===== src/rtl/mc_pkg.sv =====
// Shared encodings for the multicycle MIPS controller: states, opcodes, functs,
// ALU codes, datapath select values and trap causes.
package mc_pkg;

   typedef logic [3:0] state_t;

   localparam state_t FETCH   = 4'd0;
   localparam state_t DECODE  = 4'd1;
   localparam state_t MEMADR  = 4'd2;
   localparam state_t MEMRD   = 4'd3;
   localparam state_t MEMWB   = 4'd4;
   localparam state_t MEMWR   = 4'd5;
   localparam state_t RTYPEEX = 4'd6;
   localparam state_t RTYPEWB = 4'd7;
   localparam state_t BEQEX   = 4'd8;
   localparam state_t BNEEX   = 4'd9;
   localparam state_t IMMEX   = 4'd10;
   localparam state_t IMMWB   = 4'd11;
   localparam state_t JEX     = 4'd12;
   localparam state_t JALEX   = 4'd13;
   localparam state_t TRAP    = 4'd14;

   localparam logic [5:0] OP_LW    = 6'b100011;
   localparam logic [5:0] OP_SW    = 6'b101011;
   localparam logic [5:0] OP_RTYPE = 6'b000000;
   localparam logic [5:0] OP_BEQ   = 6'b000100;
   localparam logic [5:0] OP_BNE   = 6'b000101;
   localparam logic [5:0] OP_ADDI  = 6'b001000;
   localparam logic [5:0] OP_SLTI  = 6'b001010;
   localparam logic [5:0] OP_ANDI  = 6'b001100;
   localparam logic [5:0] OP_ORI   = 6'b001101;
   localparam logic [5:0] OP_J     = 6'b000010;
   localparam logic [5:0] OP_JAL   = 6'b000011;

   localparam logic [5:0] F_ADD = 6'b100000;
   localparam logic [5:0] F_SUB = 6'b100010;
   localparam logic [5:0] F_AND = 6'b100100;
   localparam logic [5:0] F_OR  = 6'b100101;
   localparam logic [5:0] F_SLT = 6'b101010;

   localparam logic [3:0] ALU_ADD = 4'b0000;
   localparam logic [3:0] ALU_SUB = 4'b0010;
   localparam logic [3:0] ALU_AND = 4'b0100;
   localparam logic [3:0] ALU_OR  = 4'b0101;
   localparam logic [3:0] ALU_SLT = 4'b1010;

   // Operation class handed from the FSM to the ALU decoder.
   localparam logic [2:0] ALUOP_ADD   = 3'd0;
   localparam logic [2:0] ALUOP_SUB   = 3'd1;
   localparam logic [2:0] ALUOP_AND   = 3'd2;
   localparam logic [2:0] ALUOP_OR    = 3'd3;
   localparam logic [2:0] ALUOP_SLT   = 3'd4;
   localparam logic [2:0] ALUOP_FUNCT = 3'd5;

   localparam logic [1:0] SRCB_B     = 2'b00;
   localparam logic [1:0] SRCB_FOUR  = 2'b01;
   localparam logic [1:0] SRCB_IMM   = 2'b10;
   localparam logic [1:0] SRCB_IMMSH = 2'b11;

   localparam logic [1:0] PCSRC_ALU    = 2'b00;
   localparam logic [1:0] PCSRC_ALUOUT = 2'b01;
   localparam logic [1:0] PCSRC_JUMP   = 2'b10;

   localparam logic [1:0] MTR_ALUOUT = 2'b00;
   localparam logic [1:0] MTR_DATA   = 2'b01;
   localparam logic [1:0] MTR_PC     = 2'b10;

   localparam logic [1:0] RDST_RT = 2'b00;
   localparam logic [1:0] RDST_RD = 2'b01;
   localparam logic [1:0] RDST_RA = 2'b10;

   localparam logic [1:0] CAUSE_NONE    = 2'b00;
   localparam logic [1:0] CAUSE_ILLEGAL = 2'b01;
   localparam logic [1:0] CAUSE_TIMEOUT = 2'b10;

endpackage


===== src/rtl/mc_aludec.sv =====
// ALU decoder: maps the FSM's operation class (and funct for R-type) to an
// ALU control code, flagging functs the datapath does not implement.
module mc_aludec
   import mc_pkg::*;
(
   input  logic [2:0] aluop,
   input  logic [5:0] funct,
   output logic [3:0] alucontrol,
   output logic       illegal_funct
);

   always_comb begin
      alucontrol    = ALU_ADD;
      illegal_funct = 1'b0;
      case (aluop)
         ALUOP_SUB: alucontrol = ALU_SUB;
         ALUOP_AND: alucontrol = ALU_AND;
         ALUOP_OR:  alucontrol = ALU_OR;
         ALUOP_SLT: alucontrol = ALU_SLT;
         ALUOP_FUNCT: begin
            case (funct)
               F_ADD:   alucontrol = ALU_ADD;
               F_SUB:   alucontrol = ALU_SUB;
               F_AND:   alucontrol = ALU_AND;
               F_OR:    alucontrol = ALU_OR;
               F_SLT:   alucontrol = ALU_SLT;
               default: illegal_funct = 1'b1;
            endcase
         end
         default:   alucontrol = ALU_ADD;
      endcase
   end

endmodule


===== src/rtl/mc_ctrl_hs.sv =====
// Multicycle MIPS control unit with memory ready handshake, wait-state timeout,
// extended immediate/branch/link instructions and a sticky trap state.
module mc_ctrl_hs
   import mc_pkg::*;
#(
   parameter int unsigned ALUCTRL_W = 4,
   parameter int unsigned WAIT_MAX  = 15,
   parameter bit          EXT_EN    = 1'b1
) (
   input  logic                 clk,
   input  logic                 reset,
   input  logic [5:0]           op,
   input  logic [5:0]           funct,
   input  logic                 zero,
   input  logic                 mem_ready,
   output logic                 memreq,
   output logic                 memwrite,
   output logic                 irwrite,
   output logic                 pcen,
   output logic                 regwrite,
   output logic                 alusrca,
   output logic [1:0]           alusrcb,
   output logic                 immzx,
   output logic                 iord,
   output logic [1:0]           memtoreg,
   output logic [1:0]           regdst,
   output logic [1:0]           pcsrc,
   output logic [ALUCTRL_W-1:0] alucontrol,
   output logic                 trap,
   output logic [1:0]           trap_cause
);

   state_t     state_q, state_d;
   logic [7:0] wait_q, wait_d;
   logic [1:0] cause_q, cause_d;
   logic [2:0] aluop;
   logic [3:0] alu4;
   logic       illegal_funct;
   logic       mem_state;
   logic       timeout;

   mc_aludec u_aludec (
      .aluop        (aluop),
      .funct        (funct),
      .alucontrol   (alu4),
      .illegal_funct(illegal_funct)
   );

   assign mem_state = (state_q == FETCH) || (state_q == MEMRD) || (state_q == MEMWR);
   // Counter holds the number of stalled cycles already seen in this access.
   assign timeout   = mem_state && !mem_ready && (wait_q == 8'(WAIT_MAX - 1));
   assign wait_d    = (mem_state && !mem_ready) ? wait_q + 8'd1 : 8'd0;

   always_comb begin
      state_d = state_q;
      cause_d = cause_q;
      case (state_q)
         FETCH:   if (mem_ready) state_d = DECODE;
         DECODE: begin
            case (op)
               OP_LW, OP_SW:              state_d = MEMADR;
               OP_RTYPE:                  state_d = RTYPEEX;
               OP_BEQ:                    state_d = BEQEX;
               OP_ADDI:                   state_d = IMMEX;
               OP_J:                      state_d = JEX;
               OP_BNE:                    state_d = EXT_EN ? BNEEX : TRAP;
               OP_SLTI, OP_ANDI, OP_ORI:  state_d = EXT_EN ? IMMEX : TRAP;
               OP_JAL:                    state_d = EXT_EN ? JALEX : TRAP;
               default:                   state_d = TRAP;
            endcase
         end
         MEMADR:  state_d = (op == OP_LW) ? MEMRD : MEMWR;
         MEMRD:   if (mem_ready) state_d = MEMWB;
         MEMWR:   if (mem_ready) state_d = FETCH;
         RTYPEEX: state_d = illegal_funct ? TRAP : RTYPEWB;
         IMMEX:   state_d = IMMWB;
         TRAP:    state_d = TRAP;
         default: state_d = FETCH;
      endcase
      if (timeout) state_d = TRAP;
      if ((state_d == TRAP) && (state_q != TRAP)) begin
         cause_d = timeout ? CAUSE_TIMEOUT : CAUSE_ILLEGAL;
      end
   end

   always_ff @(posedge clk or negedge reset) begin
      if (!reset) begin
         state_q <= FETCH;
         wait_q  <= 8'd0;
         cause_q <= CAUSE_NONE;
      end else begin
         state_q <= state_d;
         wait_q  <= wait_d;
         cause_q <= cause_d;
      end
   end

   always_comb begin
      memreq   = 1'b0;
      memwrite = 1'b0;
      irwrite  = 1'b0;
      pcen     = 1'b0;
      regwrite = 1'b0;
      alusrca  = 1'b0;
      alusrcb  = SRCB_B;
      immzx    = 1'b0;
      iord     = 1'b0;
      memtoreg = MTR_ALUOUT;
      regdst   = RDST_RT;
      pcsrc    = PCSRC_ALU;
      aluop    = ALUOP_ADD;
      if (reset) begin
         case (state_q)
            FETCH: begin
               memreq  = 1'b1;
               alusrcb = SRCB_FOUR;
               irwrite = mem_ready;
               pcen    = mem_ready;
            end
            DECODE:  alusrcb = SRCB_IMMSH;
            MEMADR: begin
               alusrca = 1'b1;
               alusrcb = SRCB_IMM;
            end
            MEMRD: begin
               memreq = 1'b1;
               iord   = 1'b1;
            end
            MEMWB: begin
               regwrite = 1'b1;
               memtoreg = MTR_DATA;
            end
            MEMWR: begin
               memreq   = 1'b1;
               memwrite = 1'b1;
               iord     = 1'b1;
            end
            RTYPEEX: begin
               alusrca = 1'b1;
               aluop   = ALUOP_FUNCT;
            end
            RTYPEWB: begin
               regwrite = 1'b1;
               regdst   = RDST_RD;
            end
            BEQEX, BNEEX: begin
               alusrca = 1'b1;
               aluop   = ALUOP_SUB;
               pcsrc   = PCSRC_ALUOUT;
               pcen    = (state_q == BEQEX) ? zero : !zero;
            end
            IMMEX: begin
               alusrca = 1'b1;
               alusrcb = SRCB_IMM;
               case (op)
                  OP_SLTI: aluop = ALUOP_SLT;
                  OP_ANDI: begin
                     aluop = ALUOP_AND;
                     immzx = 1'b1;
                  end
                  OP_ORI: begin
                     aluop = ALUOP_OR;
                     immzx = 1'b1;
                  end
                  default: aluop = ALUOP_ADD;
               endcase
            end
            IMMWB:   regwrite = 1'b1;
            JEX: begin
               pcen  = 1'b1;
               pcsrc = PCSRC_JUMP;
            end
            JALEX: begin
               regwrite = 1'b1;
               regdst   = RDST_RA;
               memtoreg = MTR_PC;
               pcen     = 1'b1;
               pcsrc    = PCSRC_JUMP;
            end
            default: ;
         endcase
      end
   end

   assign alucontrol = reset ? ALUCTRL_W'(alu4) : '0;
   assign trap       = reset && (state_q == TRAP);
   assign trap_cause = trap ? cause_q : CAUSE_NONE;

endmodule


===== config.mk =====
export PLATFORM = sky130hd
export DESIGN_NAME = mc_ctrl_hs
export DESIGN_NICKNAME = d
export VERILOG_FILES = /design/src/rtl/mc_pkg.sv /design/src/rtl/mc_aludec.sv /design/src/rtl/mc_ctrl_hs.sv
export SDC_FILE = /design/constraint.sdc
export NUM_CORES = 1
export LEC_CHECK = 0
export ABC_CLOCK_PERIOD_IN_PS = 3420
export CORE_MARGIN = 2
export CORE_UTILIZATION = 42
export DETAILED_ROUTE_END_ITERATION = 7
export PLACE_DENSITY = 0.78
export SLEW_MARGIN = 25
export SYNTH_ARGS = -nofsm -noshare
export SYNTH_HDL_FRONTEND = slang
export SYNTH_HIERARCHICAL = 1
export SYNTH_SLANG_ARGS = --single-unit

===== constraint.sdc =====
create_clock -name clk -period 3.42 [get_ports clk]
set_clock_uncertainty 0.2 [all_clocks]
set_input_delay 1.026 -clock clk [delete_from_list [all_inputs] [get_ports clk]]
set_output_delay 1.026 -clock clk [all_outputs]
set_load 0.05 [all_outputs]

==> qor.yml <==
outcome:
  status: "finished, violations left"
  violations: "negative setup slack"
sta:
  fin_tns_setup_ns: -1.30
  min_period_ns: 3.72
  finalCritPeriodShare: 1.09
  setup_viol: 7
  slew_headroom: 0.616
  hold_viol_final: 0
  maxSlewViolCount: 0
  max_freq_mhz: 269
  worst_slack_ns: -0.297
  rsz0062_at_grt: "true"
  tightest_slew_ns: 0.568
logic_synthesis:
  syn_area_mm2: 0.00128
  syn_nets: 181
  yosysWarnings: 6
  synthArstFlopShare: 1.00
  synth.distinct_cells: 50
  synth.most_common_cell: "nor2_1"
  ys_seq_area_frac: 0.273
  synth_common_cells: "nor2_1 (22), dfrtp_1 (14), nand2_1 (11)"
  synthCells: 163
  syn-mean-instance-area_um2: 7.88
  synth.top_cell.area_share: 0.273
  yosysTopAreaCell: "dfrtp_1"
  synth_ff_type: "dfrtp_1"
  netlist_top_cells_area: "dfrtp_1 (27%), nor2_1 (6.4%), and2_1 (4.9%), xor2_1 (4.1%), nor3b_1 (3.5%)"
  synth_enable_flop_cells: 0
  yosys_register_bits: 14
final_layout:
  fillers: 186
  nNetsFinal: 255
  syn2layout_area_growth_pct: 83.5
  diodes: 0
  final_core_utilization: 0.792
  fin_area_mm2: 0.00236
  final_layout_size_suffix_gt1_frac: 0.436
clocking:
  clock_sinks: 14
  cts_max_level: 1
  cts_tree: "yes"
  clk_pin_slew_ns: 0.08
  clockRootBuffer: "clkbuf_4"
  insertion_delay_ns: 0.27
  numCtsBuffers: 3
  holdBufCountCts: 0
  ctsLongestPathBuffers: 2
worst_setup_path:
  arrival_ns: 2.49
  path_class: "input port to primary output"
  r2r-end: "cause_q[1]$_DFFE_PN0P_"
  reg2reg_from: "state_q[3]$_DFF_PN0_"
  crit_path_end: "alucontrol[2]"
  cp_max_fo: 3
  ff2ff_setup_slack_ns: 0.08
  required_ns: 2.19
  setup.worst_path.start: "op[4]"
  rr_worst_depth: 15
  critPathLaunchType: "input port"
  cp-end-kind: "primary output"
global_route:
  grt_busiest_layer: "met2"
  use_met3: 0.0284
  grt_pass1_vias: 1463
  met2_usage: 0.443
  gr-usage-met1: 0.333
  grt.total_usage: 0.257
  overflow: 0
  antenna_found_initial: 0
  grt_pass1_wl_um: 6880
  grt_max_degree: 20
routing:
  viasPerCell: 5.76
  finalWirelength_um: 4500
  firstDrtPassIters: 4
  drc: 0
  vias: 1550
  antenna_left: 0
  first_iter_violations: 115
  routedWlPerCell_um: 16.7
floorplanning:
  die_y_um: 59.3
  start_util: 0.432
  fp.dieW_um: 59.3
  core_mm2: 0.00298
  io_pins: 39
  dieArea_mm2: 0.00352
  num_rows: 20
flow_run:
  max-cap-violations: 0
power:
  cellPowerDensity_mw_per_mm2: 590
  max-vdd-ir-drop_mv: 0.437
  p_total_uw: 1390
  p_leak_uw: 0.000983
placed_design:
  port_buffers: 38
  dpl-instance-area_mm2: 0.00216
  routabilityCongestion: 0.882
  hpwl_um: 3220
  pre_cts_slack_ns: -0.731
worst_hold_path:
  hp-class: "flip-flop to flip-flop"
[power by group]
| group | total (uW) | leakage (uW) | switching [uW] | internal [uW] |
|---|---|---|---|---|
| registers | 246 | 0.000185 | 39.0 | 207 |
| clock network | 113 | 0.0000210 | 48.1 | 64.7 |
| logic | 1030 | 0.000777 | 578 | 454 |
[registers in the layout (all words and copies together) (netlist names)]
register	cells
cause_q	2
state_q	4
wait_q	8
[worst max-delay path: stages]
cell     delay [ns]
buf_6          0.10
nor4b_4        0.30
buf_4          0.18
nand3_4        0.09
nor2_4         0.11
and2b_2        0.25
nand2_2        0.08
o22ai_1        0.07
and2_4         0.15
buf_12         0.14
[layout by cell type, fill, tap and decap left out, types with 3 or more instances in the layout]
cell and instances:
nor3_1 6, o21ai_1 4, xor2_1 6, and2_4 5
and2_1 5, buf_4 38, o22ai_1 4, nor2_2 4
nor2_1 15, buf_6 4, nand2b_1 7, nor3b_1 3
clkdlybuf4s50_1 8, nand4_1 3, buf_2 3, a21oi_1 4
clkbuf_4 3, dfrtp_1 14, xnor2_1 3, nand3_1 4
nor2b_1 5, nand2_1 9, inv_1 3, nor2_4 3
buf_12 23
[per-stage QoR]
step                cells  hold WS [ns]
finish                269         0.318
global route          269         0.351
CTS                   268         0.321
detailed placement    257         0.316
global placement      257         0.299
floorplan             163         0.258
[metal layers]
metal	vias to the layer above	wire length (um)
met1	753	1840
met3	12	196
li1	733	-
met4	0	77
met2	52	2390
met5	-	0
[layout make-up]
class	count	area, um2	area share
clock buffer	4	36.3	0.0154
timing repair buffer	78	906	0.384
tap	33	41.3	0.0175
sequential	14	350	0.149
inverter	3	11.3	0.00477
multi-input combinational	137	1010	0.430
[what timing repair did]
item	CTS	global route
pin swaps	20	3
setup endpoints to repair	20	8
gates resized for setup	48	8
setup buffers	7	1
[logic make-up after synthesis]
group                      share of synthesized area
AOI/OAI and AO/OA                              0.167
xor gates and xnor gates                      0.0613
adders and majority gates                     0.0195
buffers and inverters                         0.0477
DFF                                            0.273
muxes                                        0.00779
and+or+nand+nor                                0.425
[how the worst min path moves through the flow]
stage / startpoint / end / slack [ns] / cells past startpoint
global placement: wait_q[0]$_DFF_PN0_ / wait_q[0]$_DFF_PN0_ / 0.30 / 1
floorplan: cause_q[0]$_DFFE_PN0P_ / cause_q[0]$_DFFE_PN0P_ / 0.26 / 1
finish: wait_q[0]$_DFF_PN0_ / wait_q[0]$_DFF_PN0_ / 0.32 / 1
CTS: wait_q[0]$_DFF_PN0_ / wait_q[0]$_DFF_PN0_ / 0.32 / 1
detailed placement: wait_q[0]$_DFF_PN0_ / wait_q[0]$_DFF_PN0_ / 0.32 / 1
global route: wait_q[0]$_DFF_PN0_ / wait_q[0]$_DFF_PN0_ / 0.35 / 1
Power figures use the tool's default switching activity.
